### config.mk
export PLATFORM = sky130hd
export DESIGN_NAME = spi_host_seq
export DESIGN_NICKNAME = d
export VERILOG_FILES = /design/src/rtl/spi_sram_pkg.sv /design/src/rtl/spi_host_shreg.sv /design/src/rtl/spi_host_seq.sv
export SDC_FILE = /design/constraint.sdc
export NUM_CORES = 1
export LEC_CHECK = 0
export CORE_ASPECT_RATIO = 0.5
export CORE_UTILIZATION = 53
export CTS_CLUSTER_DIAMETER = 80
export DETAILED_ROUTE_END_ITERATION = 8
export PLACE_DENSITY_LB_ADDON = 0.25
export RECOVER_POWER = 50
export SYNTH_ARGS = -nofsm -noshare
export SYNTH_HDL_FRONTEND = slang
export SYNTH_HIERARCHICAL = 1
export SYNTH_SLANG_ARGS = --single-unit
export TNS_END_PERCENT = 10
### constraint.sdc
create_clock -name sck -period 3 [get_ports sck]
set_clock_uncertainty 0.05 [all_clocks]
set_input_delay 0.9 -clock sck [delete_from_list [all_inputs] [get_ports sck]]
set_output_delay 0.9 -clock sck [all_outputs]
set_load 0.02 [all_outputs]
### src/rtl/spi_sram_pkg.sv
// Shared types and constants for the SPI SRAM host sequencer.
package spi_sram_pkg;

   typedef enum logic [2:0] {
      ST_IDLE,
      ST_CMD,
      ST_ADDR,
      ST_WDATA,
      ST_TURN,
      ST_RDATA,
      ST_DONE
   } state_t;

   localparam logic CMD_WRITE = 1'b1;
   localparam logic CMD_READ  = 1'b0;

   localparam int DEF_ADDR_W   = 8;
   localparam int DEF_DATA_W   = 8;
   localparam int DEF_TURN_CYC = 1;

   function automatic int max3(input int a, input int b, input int c);
      int m;
      m = (a > b) ? a : b;
      return (m > c) ? m : c;
   endfunction

endpackage

### src/rtl/spi_host_shreg.sv
// Shift register: parallel-load/serial-out and serial-in/parallel-out, selectable direction.
module spi_host_shreg #(
   parameter int W  = 16,
   parameter int PW = 8
) (
   input  logic          sck,
   input  logic          rst,
   input  logic          load,
   input  logic [W-1:0]  load_val,
   input  logic          shift,
   input  logic          ser_in,
   input  logic          lsb_first,
   output logic          ser_out,
   output logic [PW-1:0] par_out
);

   logic [W-1:0] q;

   always_ff @(posedge sck or posedge rst) begin
      if (rst) begin
         q <= '0;
      end else if (load) begin
         q <= load_val;
      end else if (shift) begin
         q <= lsb_first ? {ser_in, q[W-1:1]} : {q[W-2:0], ser_in};
      end
   end

   // Serial-in words accumulate at the end opposite to the shift-out end.
   assign ser_out = lsb_first ? q[0] : q[W-1];
   assign par_out = lsb_first ? q[W-1 -: PW] : q[PW-1:0];

endmodule

### src/rtl/spi_host_seq.sv
// SPI host sequencer for a serial SRAM: command bit, address, then write data or turnaround + read data.
// Build option: SPI_HOST_LSB_FIRST_EN shifts address/write/read fields LSB first (default MSB first).
//
// state | meaning
// IDLE  | waiting for start
// CMD   | command bit on sdi (1 = write, 0 = read)
// ADDR  | address bits on sdi, lA high
// WDATA | write data bits on sdi, dA high
// TURN  | read turnaround, sdo ignored
// RDATA | read bits sampled from sdo
// DONE  | ss low, done pulse, read word published
module spi_host_seq
   import spi_sram_pkg::*;
#(
   parameter int ADDR_W   = DEF_ADDR_W,
   parameter int DATA_W   = DEF_DATA_W,
   parameter int TURN_CYC = DEF_TURN_CYC
) (
   input  logic              sck,
   input  logic              rst,
   input  logic              start,
   input  logic              rw,
   input  logic [ADDR_W-1:0] addr,
   input  logic [DATA_W-1:0] wdata,
   input  logic              abort,
   input  logic              sdo,
   output logic              sdi,
   output logic              ss,
   output logic              lA,
   output logic              dA,
   output logic              busy,
   output logic              done,
   output logic [DATA_W-1:0] rdata
);

   localparam int SH_W  = ADDR_W + DATA_W;
   localparam int CNT_W = $clog2(max3(ADDR_W, DATA_W, TURN_CYC) + 1);

`ifdef SPI_HOST_LSB_FIRST_EN
   localparam logic LSB_FIRST = 1'b1;
`else
   localparam logic LSB_FIRST = 1'b0;
`endif

   state_t            state, nxt;
   logic [CNT_W-1:0]  cnt, cnt_reload;
   logic              last;
   logic              rw_q;
   logic              sh_load, sh_shift, sh_out;
   logic [SH_W-1:0]   sh_val;
   logic [DATA_W-1:0] rd_word;
   logic              sdi_d;

   assign last    = (cnt == '0);
   assign sh_load = (state == ST_IDLE) && start && !abort;
   // Field order in the register matches the order bits leave it.
   assign sh_val  = LSB_FIRST ? {wdata, addr} : {addr, wdata};

   always_comb begin
      nxt = state;
      case (state)
         ST_IDLE:  if (start && !abort) nxt = ST_CMD;
         ST_CMD:   nxt = ST_ADDR;
         ST_ADDR:  if (last) nxt = (rw_q == CMD_WRITE) ? ST_WDATA : ST_TURN;
         ST_WDATA: if (last) nxt = ST_DONE;
         ST_TURN:  if (last) nxt = ST_RDATA;
         ST_RDATA: if (last) nxt = ST_DONE;
         ST_DONE:  nxt = ST_IDLE;
         default:  nxt = ST_IDLE;
      endcase
      if (abort && state != ST_IDLE) nxt = ST_IDLE;
   end

   always_comb begin
      cnt_reload = '0;
      case (nxt)
         ST_ADDR:           cnt_reload = CNT_W'(ADDR_W - 1);
         ST_WDATA, ST_RDATA: cnt_reload = CNT_W'(DATA_W - 1);
         ST_TURN:           cnt_reload = CNT_W'(TURN_CYC - 1);
         default:           cnt_reload = '0;
      endcase
   end

   // Outputs are registered from the next state, so the bit on sdi is shifted out on entry.
   always_comb begin
      sh_shift = (nxt == ST_ADDR) || (nxt == ST_WDATA) || (state == ST_RDATA);
      sdi_d    = 1'b0;
      case (nxt)
         ST_CMD:            sdi_d = rw;
         ST_ADDR, ST_WDATA: sdi_d = sh_out;
         default:           sdi_d = 1'b0;
      endcase
   end

   always_ff @(posedge sck or posedge rst) begin
      if (rst) begin
         state <= ST_IDLE;
         cnt   <= '0;
         rw_q  <= CMD_READ;
         sdi   <= 1'b0;
         ss    <= 1'b0;
         lA    <= 1'b0;
         dA    <= 1'b0;
         busy  <= 1'b0;
         done  <= 1'b0;
         rdata <= '0;
      end else begin
         state <= nxt;
         if (nxt != state)  cnt <= cnt_reload;
         else if (!last)    cnt <= cnt - CNT_W'(1);
         if (sh_load)       rw_q <= rw;
         sdi  <= sdi_d;
         ss   <= (nxt != ST_IDLE) && (nxt != ST_DONE);
         lA   <= (nxt == ST_ADDR);
         dA   <= (nxt == ST_WDATA);
         busy <= (nxt != ST_IDLE);
         done <= (nxt == ST_DONE);
         if (state == ST_DONE && rw_q == CMD_READ) rdata <= rd_word;
      end
   end

   spi_host_shreg #(
      .W  (SH_W),
      .PW (DATA_W)
   ) u_shreg (
      .sck       (sck),
      .rst       (rst),
      .load      (sh_load),
      .load_val  (sh_val),
      .shift     (sh_shift),
      .ser_in    (sdo),
      .lsb_first (LSB_FIRST),
      .ser_out   (sh_out),
      .par_out   (rd_word)
   );

endmodule

# --- Word level (Yosys, flattened, before mapping) ---
# Index checks and enable logic that the tools add are counted.
word_totals:
  ff_bits: 38
classes:
  n_mux: 13
  n_eq_ne: 14
  n_reduce_logical: 17
  add_sub_neg: 1
  bitwise_logic: 1
ops:
  columns: ["op", "count"]
  rows:
  - ["2-to-1 mux 16 bit", 2]
  - ["2-to-1 mux 3 bit", 7]
  - ["equality test 3 bit (second input constant)", 5]
  - ["case mux 3 bit (5 select lines)", 1]
  - ["equality test 3 x 2 -> 1 bit (second input constant)", 4]
  - ["2-to-1 mux 4 bit", 2]
  - ["equality test 3 x 1 -> 1 bit (second input constant)", 2]
  - ["logical AND 1 bit", 6]
  - ["nonzero test 3 bit", 2]
  - ["zero test 4 bit", 1]
  - ["OR reduction 2 bit", 2]
  - ["subtractor 4 x 1 -> 4 bit (second input constant)", 1]
  - ["zero test 3 bit", 1]
  - ["!= test 3 bit", 1]
  - ["!= test 3 bit (second input constant)", 1]
  - ["OR reduction 3 bit", 1]
  - ["logical OR 1 bit", 2]
  - ["!= test 2 x 1 -> 1 bit (second input constant)", 1]
  - ["case mux 1 bit (2 select lines)", 1]
  - ["nonzero test 2 bit", 1]
  - ["zero test 1 bit", 1]
  - ["NOT 1 bit", 1]

# --- Logic depth before layout (Yosys ltp) ---
logic_depth:
  ltp_word: 10
  ltp_mapped: 11

# --- Hierarchy ---
# The synthesis kept the hierarchy.
by_module_without_submodules:
  columns: ["mod", "area_per_inst_um2", "cells_per_inst", "seq_area_each_um2", "instances"]
  rows:
  - ["spi_host_seq", 1138.6, 107, 550.5, 1]
  - ["spi_host_shreg", 1021.0, 105, 400.4, 1]

# --- Worst setup path after synthesis ---
# Ideal clock, no wire load.
synth_timing:
  path_type: "in2reg"
  from: "input port abort"
  to: "register u_shreg.q[10]"
  t_arrival_ns: 2.130
  n_path_buf: 2
  path_slack_ns: 0.702
  path_stages: 7
  setup_ns: 0.118
  required_ns: 2.832
  cell_sequence: "clkbuf_1 nor2_1 nand3_1 inv_1 clkbuf_1 a211oi_1 a21o_1"
synth_rtl:
  columns: ["element", "line_no", "rtl"]
  rows:
  - ["start: declaration", "spi_host_seq.sv:25", "input logic abort,"]
  - ["zero test 1 bit (*)", "spi_host_seq.sv:55", "assign sh_load = (state == ST_IDLE) && start && !abort;"]
  - ["logical AND 1 bit (*)", "spi_host_seq.sv:55", null]
  - ["via sh_load", "spi_host_seq.sv:49", "logic sh_load, sh_shift, sh_out;"]
  - ["2-to-1 mux 16 bit or nonzero test 2 bit (tied branches)", null, null]
  - ["end signal: assignment", "spi_host_shreg.sv:23", "q <= load_val;"]
  - ["end signal: assignment", "spi_host_shreg.sv:25", "q <= lsb_first ? {ser_in, q[W-1:1]} : {q[W-2:0], ser_in};"]
  - ["end: declaration", "spi_host_shreg.sv:17", "logic [W-1:0] q;"]
# The timed path passes the listed nets; every way through them passes the cells marked *.
# A chain may end at the register's enable or synchronous reset.

# --- Worst setup path after layout ---
layout_timing:
  from: "register cnt[0]"
  to: "register u_shreg.q[9]"
layout_via:
  elab_chain_cells: 8
layout_lines:
  columns: ["element", "line_no", "rtl"]
  rows:
  - ["start: declaration", "spi_host_seq.sv:46", "logic [CNT_W-1:0] cnt, cnt_reload;"]
  - ["start signal: assignment", "spi_host_seq.sv:109", "if (nxt != state) cnt <= cnt_reload;"]
  - ["start signal: assignment", "spi_host_seq.sv:110", "else if (!last) cnt <= cnt - CNT_W'(1);"]
  - ["zero test 4 bit (*)", "spi_host_seq.sv:54", "assign last = (cnt == '0);"]
  - ["2-to-1 mux 3 bit (on tied branches)", null, null]
  - ["case mux 3 bit (5 select lines) (*)", "spi_host_seq.sv:61", "case (state)"]
  - ["2-to-1 mux 3 bit (*)", "spi_host_seq.sv:71", "if (abort && state != ST_IDLE) nxt = ST_IDLE;"]
  - ["equality test 3 x 2 -> 1 bit", "spi_host_seq.sv:86", "sh_shift = (nxt == ST_ADDR) || (nxt == ST_WDATA) || (state == ST_RDATA);"]
  - ["logical OR 1 bit (*) (2 in series)", "spi_host_seq.sv:86", null]
  - ["via sh_shift", "spi_host_seq.sv:49", null]
  - ["nonzero test 2 bit (no line) (*)", null, null]
# Marks and branches as above.

==> out/qor.yml <==
firstDrtPassIters: 4
final_design_area_no_fill_um2: 2566
synth_async_sr_flop_share: 1.000
worst_path_most_repeated_cell: "a21oi_1"
core_area_um2: 3660
first_pass_grt_wire_length_um: 7189
post-route-drc-count: 0
power.leakage_nw: 1.182
maximum_number_of_pins_on_one_net_before_global_route_repair: 33
hpwlAfterDp_um: 3165
gr-total-overflow: 0
synth.cell_area_um2: 2160
fin_util: 0.7012
place_area_um2: 2502
avgRoutedWirePerCell_um: 15.26
detailroute.via_count: 1687
critical_path_required_ns: 3.13
grt_antenna_before_repair: 0
worst_setup_path_start_kind: "flop"
cts_resized: 0
clock_sink_count: 38
netlist_top_cells_area: "dfrtp_1 44%, mux2i_1 7.4%, mux2_2 7.3%"
layout.cells.non_filler: 295
synth_seq_cells: 38
floorplan.initialDensity: 0.5901
cp_slowest_stage_delay_ns: 0.54
highest_clock_frequency_the_design_can_meet_mhz: 413.2
timing.critical_path.depth: 10
drt_first_iter_violations: 87
synthDominantAreaCellType: "dfrtp_1"
seq_area_frac_synth: 0.4403
cts_buffers: 5
worst_ir_drop_vdd_mv: 0.5701
core_rows: 15
antennaDiodeCount: 0
avgViaCountPerCell: 5.719
crit_fanout: 32
category_of_cells_accounting_for_the_largest_share_of_critical_path_delay: "simple AND/OR/NAND/NOR gates"
syn-mean-instance-area_um2: 10.19
clk_pin_slew_worst_paths_ns: 0.07
n_fill_cell: 302
worst_slew_margin_rel: 0.2144
die_area_um2: 4349
cts_setup_buffers: 0
slowest_stage: "nor3b_4"
worst_slack_ns: 0.5796
worst-path-buf-inv: 2
port-buffer-count: 35
cap_viol_max_count: 0
drtAntennaViolNets: 0
report.final.slew_viol_count: 0
placedCellCount: 288
rrSetupSlack_ns: 0.58
ios: 36
timing.critical_path.to_type: "flop"
post_route_cells_drive_above_1_share: 0.1025
layout.cells.most_common_list: "38 x dfrtp_1, 34 x clkdlybuf4s50_1, 24 x nor2_1"
outcome: "complete, no violations"
finalHoldViolations: 0
fin_tns_setup_ns: 0
post-route-min-period_ns: 2.420
power_per_cell_area_nw_per_um2: 1007
clock_latency_ns: 0.29
clockBufferDepth: 2
crit_chain: "inv_1 -> ha_1 -> nor3b_4 -> a21oi_1 -> a21oi_1 -> o22ai_2 -> buf_4 -> nor2_1 -> a211oi_1 -> a21o_1"
final-setup-viol-count: 0
syn2layout_area_growth_pct: 18.83
horiz_die_dim_um: 92.28
path_class: "flop to flop"
synth-edff-count: 0
grt_pass1_vias: 1525
nets: 267
place.gp.congestion: 0.8921
rr_worst_depth: 10
pre_cts_ws_ns: 0.3897
clock_root_buffer_master: "clkbuf_8"
worst_slew_pin_slew_ns: 1.178
rsz0062_at_grt: "false"
postSynthCellCount: 212
cts-hold-fix-buffers: 0
post-route-period-util: 0.8068
synth_ff_type: "dfrtp_1"
synth.yosys.warnings: 6
leading_cell_type_in_the_layout_fill_and_taps_excluded: "dfrtp_1"
grt_usage: 0.2247
clock_tree.htree_level_count: 2
synth_top_area_share: 0.4403
die_height_um: 47.14
cts_tree: "yes"
routed_wirelength_um: 4501
min_path_type: "flop to flop"
synthesis.nets: 235
arrival_ns: 2.55
min_path_cells: 1
synthDistinctLibCells: 41
[routing by layer]
layer | track usage | vias to the layer above | wire length (µm)
li1 | - | 815 | -
met1 | 0.2901 | 824 | 2087
met2 | 0.3925 | 43 | 2170
met3 | 0.05825 | 5 | 214
met4 | 0.06250 | 0 | 29
met5 | 0 | - | 0
[worst paths after layout]
kind,startpoint,end
setup / recovery,cnt[0],u_shreg/q[9]
setup reg to reg,cnt[0],u_shreg/q[9]
min in group asynchronous,rst,u_shreg/q[5]
max in group asynchronous,rst,busy
hold / removal,rdata[3],rdata[3]
hold reg to reg,rdata[3],rdata[3]
[state kept, by name (all words and copies together) (netlist names)]
register,count
lA,1
rw_q,1
busy,1
done,1
cnt,4
state,3
ss,1
rdata,8
sdi,1
dA,1
u_shreg/q,16
[cell families after synthesis]
| kind of cell | count (synthesis) | share of synthesized area |
|---|---|---|
| multiplexers | 30 | 0.1472 |
| AND/OR/NAND/NOR | 57 | 0.1280 |
| flip-flops | 38 | 0.4403 |
| XOR/XNOR | 2 | 0.008113 |
| AO/OA/AOI/OAI | 59 | 0.1958 |
| buffers and inverters | 24 | 0.07301 |
| other | 1 | 0.001736 |
| adder cells (fa/ha/maj) | 1 | 0.005793 |
[metrics by stage]
stage	hold WS, ns	power, mW
floorplan	0.4929	1.937
global placement	0.4423	2.194
detailed placement	0.4503	2.254
CTS	0.4687	2.590
global route	0.4751	2.780
finish	0.4639	2.584
[Yosys cell counts, types with 3 or more instances]
master,number
a211oi_1,13
a21o_1,16
a21oi_1,8
a311oi_1,4
clkbuf_1,5
clkbuf_8,3
dfrtp_1,38
inv_1,10
mux2_2,14
mux2i_1,16
nand2_1,14
nand2b_1,6
nor2_1,24
o21ai_0,6
[cell type report]
type                       count  area [µm²]  share of cell area
multi-input combinational    150        1052              0.4100
timing repair buffer          39       385.4              0.1502
tap                           51       63.81             0.02487
inverter                      10       37.54             0.01463
sequential                    38       950.9              0.3706
clock buffer                   7       76.32             0.02974
[where the power goes]
group          switching (mW)  leakage (nW)  internal [mW]
sequential              0.224         0.486          0.727
combinational           0.659         0.657          0.646
clock                   0.167        0.0383          0.160
total                    1.05          1.18           1.53
No activity file was read; power rests on OpenSTA's default activity.
